File: config.mk
export PLATFORM = sky130hd
export DESIGN_NAME = cpu_mem_axi_master
export DESIGN_NICKNAME = d
export VERILOG_FILES = /design/src/rtl/cpu_mem_axi_master.sv
export SDC_FILE = /design/constraint.sdc
export NUM_CORES = 1
export LEC_CHECK = 0
export BUFFER_PORTS_ARGS = -buffer_cell sky130_fd_sc_hd__buf_2
export CORE_AREA = 2 2 112 114
export CTS_CLUSTER_SIZE = 16
export DETAILED_ROUTE_END_ITERATION = 16
export DIE_AREA = 0 0 114 116
export PLACE_DENSITY = 0.83
export SYNTH_ARGS = -nofsm -noshare
export SYNTH_HDL_FRONTEND = slang
export SYNTH_SLANG_ARGS = --single-unit
export TNS_END_PERCENT = 5
File: constraint.sdc
create_clock -name ACLK -period 1.7 [get_ports ACLK]
set_clock_uncertainty 0.1 [all_clocks]
set_input_delay 0.17 -clock ACLK [delete_from_list [all_inputs] [get_ports ACLK]]
set_output_delay 0.17 -clock ACLK [all_outputs]
set_load 0.05 [all_outputs]
File: src/rtl/cpu_mem_axi_master.sv
// Single-outstanding AXI4 master: turns one CPU load/store into one single-beat AXI
// transaction and pulses done_o (with err_o) when the response has been taken.
module cpu_mem_axi_master #(
    parameter logic [3:0] ID_VAL = 4'd0,
    parameter int         ADDR_W = 32,
    parameter int         DATA_W = 32
) (
    input  logic              ACLK,
    input  logic              ARESET,
    input  logic              req_i,
    input  logic              we_i,
    input  logic [ADDR_W-1:0] addr_i,
    input  logic [DATA_W-1:0] wdata_i,
    input  logic [3:0]        wstrb_i,
    output logic [DATA_W-1:0] rdata_o,
    output logic              done_o,
    output logic              err_o,
    output logic [3:0]        ARID_M,
    output logic [ADDR_W-1:0] ARADDR_M,
    output logic [3:0]        ARLEN_M,
    output logic [2:0]        ARSIZE_M,
    output logic [1:0]        ARBURST_M,
    output logic              ARVALID_M,
    input  logic              ARREADY_M,
    input  logic [3:0]        RID_M,
    input  logic [DATA_W-1:0] RDATA_M,
    input  logic [1:0]        RRESP_M,
    input  logic              RLAST_M,
    input  logic              RVALID_M,
    output logic              RREADY_M,
    output logic [3:0]        AWID_M,
    output logic [ADDR_W-1:0] AWADDR_M,
    output logic [3:0]        AWLEN_M,
    output logic [2:0]        AWSIZE_M,
    output logic [1:0]        AWBURST_M,
    output logic              AWVALID_M,
    input  logic              AWREADY_M,
    output logic [DATA_W-1:0] WDATA_M,
    output logic [3:0]        WSTRB_M,
    output logic              WLAST_M,
    output logic              WVALID_M,
    input  logic              WREADY_M,
    input  logic [3:0]        BID_M,
    input  logic [1:0]        BRESP_M,
    input  logic              BVALID_M,
    output logic              BREADY_M
);

    typedef enum logic [2:0] {IDLE, RD_A, RD_D, WR_AW, WR_B} state_t;

    localparam logic [ADDR_W-1:0] ADDR_LSB_MASK = ADDR_W'(3);

    state_t            state_q, state_d;
    logic [ADDR_W-1:0] addr_q, addr_d;
    logic [DATA_W-1:0] wdata_q, wdata_d;
    logic [DATA_W-1:0] rdata_q, rdata_d;
    logic [3:0]        wstrb_q, wstrb_d;
    logic              arvalid_q, arvalid_d;
    logic              awvalid_q, awvalid_d;
    logic              wvalid_q, wvalid_d;
    logic              rready_q, rready_d;
    logic              bready_q, bready_d;
    logic              done_q, done_d;
    logic              err_q, err_d;
    logic              aw_ok, w_ok;

    // A channel counts as finished once its VALID has dropped or is handshaking now.
    assign aw_ok = !awvalid_q || AWREADY_M;
    assign w_ok  = !wvalid_q  || WREADY_M;

    always_ff @(posedge ACLK) begin
        if (ARESET) begin
            state_q   <= IDLE;
            addr_q    <= '0;
            wdata_q   <= '0;
            rdata_q   <= '0;
            wstrb_q   <= '0;
            arvalid_q <= 1'b0;
            awvalid_q <= 1'b0;
            wvalid_q  <= 1'b0;
            rready_q  <= 1'b0;
            bready_q  <= 1'b0;
            done_q    <= 1'b0;
            err_q     <= 1'b0;
        end else begin
            state_q   <= state_d;
            addr_q    <= addr_d;
            wdata_q   <= wdata_d;
            rdata_q   <= rdata_d;
            wstrb_q   <= wstrb_d;
            arvalid_q <= arvalid_d;
            awvalid_q <= awvalid_d;
            wvalid_q  <= wvalid_d;
            rready_q  <= rready_d;
            bready_q  <= bready_d;
            done_q    <= done_d;
            err_q     <= err_d;
        end
    end

    always_comb begin
        state_d = state_q;
        unique case (state_q)
            IDLE:    if (req_i)           state_d = we_i ? WR_AW : RD_A;
            RD_A:    if (ARREADY_M)       state_d = RD_D;
            RD_D:    if (RVALID_M)        state_d = IDLE;
            WR_AW:   if (aw_ok && w_ok)   state_d = WR_B;
            WR_B:    if (BVALID_M)        state_d = IDLE;
            default:                      state_d = IDLE;
        endcase
    end

    always_comb begin
        addr_d    = addr_q;
        wdata_d   = wdata_q;
        wstrb_d   = wstrb_q;
        rdata_d   = rdata_q;
        arvalid_d = 1'b0;
        awvalid_d = 1'b0;
        wvalid_d  = 1'b0;
        rready_d  = 1'b0;
        bready_d  = 1'b0;
        done_d    = 1'b0;
        err_d     = 1'b0;
        unique case (state_q)
            IDLE: begin
                if (req_i) begin
                    addr_d    = addr_i & ~ADDR_LSB_MASK;
                    wdata_d   = wdata_i;
                    wstrb_d   = wstrb_i;
                    arvalid_d = !we_i;
                    awvalid_d = we_i;
                    wvalid_d  = we_i;
                end
            end
            RD_A: begin
                arvalid_d = !ARREADY_M;
                rready_d  = ARREADY_M;
            end
            RD_D: begin
                rready_d = !RVALID_M;
                if (RVALID_M) begin
                    rdata_d = RDATA_M;
                    done_d  = 1'b1;
                    err_d   = (RRESP_M != 2'b00) || (RID_M != ID_VAL) || !RLAST_M;
                end
            end
            WR_AW: begin
                awvalid_d = awvalid_q && !AWREADY_M;
                wvalid_d  = wvalid_q && !WREADY_M;
                bready_d  = aw_ok && w_ok;
            end
            WR_B: begin
                bready_d = !BVALID_M;
                if (BVALID_M) begin
                    done_d = 1'b1;
                    err_d  = (BRESP_M != 2'b00) || (BID_M != ID_VAL);
                end
            end
            default: ;
        endcase
    end

    assign rdata_o   = rdata_q;
    assign done_o    = done_q;
    assign err_o     = err_q;
    assign ARID_M    = ID_VAL;
    assign ARADDR_M  = addr_q;
    assign ARLEN_M   = 4'd0;
    assign ARSIZE_M  = 3'b010;
    assign ARBURST_M = 2'b01;
    assign ARVALID_M = arvalid_q;
    assign RREADY_M  = rready_q;
    assign AWID_M    = ID_VAL;
    assign AWADDR_M  = addr_q;
    assign AWLEN_M   = 4'd0;
    assign AWSIZE_M  = 3'b010;
    assign AWBURST_M = 2'b01;
    assign AWVALID_M = awvalid_q;
    assign WDATA_M   = wdata_q;
    assign WSTRB_M   = wstrb_q;
    assign WLAST_M   = 1'b1;
    assign WVALID_M  = wvalid_q;
    assign BREADY_M  = bready_q;

endmodule
==> flow_summary.ini <==
[setup_path]
cp_num_buf_inv = 2
crit_path_leading_delay_family = flip-flops
critical_path_cell_count = 6
reg2reg_path_depth = 6
critical_path.max_fanout = 66
critical_path_arrival_ps = 1680
crit_path_start_kind = register
cp_max_stage_delay_ps = 440
worst-endpoint-required_ps = 1860
setup.worst_path.end_class = register
critPathKind = register to register
critical_path_cell_by_cell = buf_4 -> nor2_1 -> nand2_2 -> buf_12 -> nand2_1 -> a21oi_1
crit_path_top_delay_cell = sky130_fd_sc_hd__dfxtp_1

[grt]
grt_max_degree = 67
first_global_vias = 4287
globalRouteOverflowTotal = 0
antenna_found_initial = 0
global_route_wire_length_before_repair_um = 20500
gr-usage-all-layers_pct = 19.4

[pwr]
power.share.switching_pct = 35.2
comb_power_share_pct = 28.9
ir_worst_vdd_mv = 0.543
internal-power_mw = 4.63
total_switching_power_mw = 2.52
power.density_cell_area_nw_per_um2 = 1060
seqPwrFrac_pct = 39.3
p_total_mw = 7.16
power.share.clock_pct = 31.7
power.static_leakage_nw = 3.22

[worst_hold_path]
hold-path-cell-count = 3
hold_path.class = input pin to register

[timing]
hold_viol_final = 0
hold_slack_ps = 21.6
fmax_mhz = 657
setup-tns-final_ps = 0
finalCritPeriodShare_pct = 89.5
final_max_slew_viol_count = 0
setup_slack_ps = 179
finalWorstPathRequiredPeriod_ps = 1520
timing.final.setup_violations = 0
rsz_0062_raised_after_global_routing = false

[floorplan]
die_w_um = 114
num_rows = 40
top_level_ports = 288
floorplan.die_area_um2 = 13200
initial_core_utilization_pct = 36.8
core_um2 = 11900
fp.dieH_um = 116

[finish]
multiInputGateArea_um2 = 1650
fill_cells = 1008
utilization_pct = 56.5
final_cell_count_no_fill = 1006
ff_latch_area_um2 = 2160
flow.area_growth_from_synthesis_pct = 53.7
layout-drive-gt1-share_pct = 33.4
antenna_cells = 0
most-common-layout-cells = sky130_fd_sc_hd__buf_2, sky130_fd_sc_hd__nand2_1, sky130_fd_sc_hd__dfxtp_1
layout_commonest_cell = sky130_fd_sc_hd__buf_2
nNetsFinal = 976
layout.cell_area.non_filler_um2 = 6730

[place]
place.detailed.hpwl_um = 8350
place.detailed.instances = 892
routabilityCongestion = 0.739
portBuffers = 254
place_ws_ps = 142
place_area_um2 = 5420

[route]
antenna_left = 0
drc = 0
drt_pass_1_iters = 4
totalWireLength_um = 13500
route.detailed.wl_per_inst_um = 13.5
route.detailed.vias_per_inst = 4.62
number_of_drc_violations_after_detailed_routing_iteration_0 = 282
route.vias.total = 4645

[job]
maxCapViolCount = 0

[outcome]
run_status = complete, no violations

[clock_tree]
cts_inserted_buffers = 9
maximum_count_of_clock_buffers_along_a_single_path = 2
worst_setup_hold_path_clk_slew_ps = 70
clk_latency_ps = 340
ctsHtreeMaxLevel = 3
numClockSinks = 108
root_buffer = sky130_fd_sc_hd__clkbuf_16
cts_tree = done

[yosys]
netlist_area_um2 = 4380
synth-seq-area-share_pct = 49.4
synth_warnings = 0
syn_area_per_cell_um2 = 7.99
post_syn_instances = 548
synth_cell_type_count = 34
ys_ff_latch = 108
flip-flops by register name, indices dropped and copies added (netlist names), 3 cells and up:
name      flops
state_q       3
WSTRB_M       4
rdata_o      32
ARADDR_M     30
WDATA_M      32
area by class of cell:
cell class	instances	share of cell area [%]
Clock buffer	11	3.61
Clock inverter	5	1.26
Inverter	2	0.112
Multi-Input combinational cell	371	24.6
Sequential cell	108	32.2
Tap cell	147	2.73
Timing Repair Buffer	362	35.6
layer usage:
layer / wire length (um) / GRT usage, %
met1: 4930 / 20.3
met3: 1380 / 6.07
met5: 0 / 0
met4: 470 / 10.8
met2: 6760 / 34.7
cell families (layout without fill, tap and decap cells):
family / Yosys count / in the layout / share of synthesized area [%]
AO/OA/AOI/OAI: 113 / 113 / 13.5
buffers and inverters: 98 / 380 / 15.4
other: 2 / 31 / 0.172
AND/OR/NAND/NOR: 227 / 227 / 21.5
flip-flops: 108 / 108 / 49.4
worst min-delay path, stage by stage:
cell and delay (ps):
sky130_fd_sc_hd__buf_2 120, sky130_fd_sc_hd__a2bb2oi_1 70, sky130_fd_sc_hd__nor2_1 70
repair_timing:
item | 4_1_cts | 5_1_grt
setup endpoints to repair | 0 | 8
buffers inserted | 0 | 0
gates resized for setup | 0 | 2
hold buffers | 98 | 0
endpoints found under the hold margin | 98 | 0
final timing paths:
kind                            startpoint            to  slack [ps]
worst min-delay path                 req_i     ARVALID_M          20
worst min register to register  rdata_o[6]    rdata_o[6]         350
worst max-delay path            state_q[1]  ARADDR_M[28]         180
worst max register to register  state_q[1]  ARADDR_M[28]         180
cells in the mapped netlist, drive strengths merged:
library cell	instances	area, um^2
nand2	202	758
nor3	2	21.3
o32ai	2	17.5
a21oi	103	519
o21ai	2	10.0
nor4b	1	23.8
and2	1	6.26
nand4b	1	8.76
o22ai	2	12.5
a2bb2oi	1	8.76
inv	2	7.50
nor2b	4	25.0
o311a	1	10.0
a21boi	2	15.0
or3	1	6.26
nor2	7	26.3
nand3b	1	7.51
or4b	1	10.0
and3b	1	8.76
nand2b	2	20.0
dfxtp	108	2160
conb	2	7.51
clkbuf	13	48.8
buf	83	618
nand3	1	5.00
nor4	1	6.26
or4	1	7.51
power groups by stage:
stage | sequential, mW | clock [mW] | combinational (mW)
3_5_place_dp | 2.87 | 0 | 1.88
2_1_floorplan | 3.43 | 0 | 0.978
5_1_grt | 2.84 | 2.42 | 2.19
3_3_place_gp | 2.86 | 0 | 1.86
4_1_cts | 2.81 | 2.33 | 2.05
6_report | 2.81 | 2.27 | 2.07
Power figures use the tool's default switching activity.
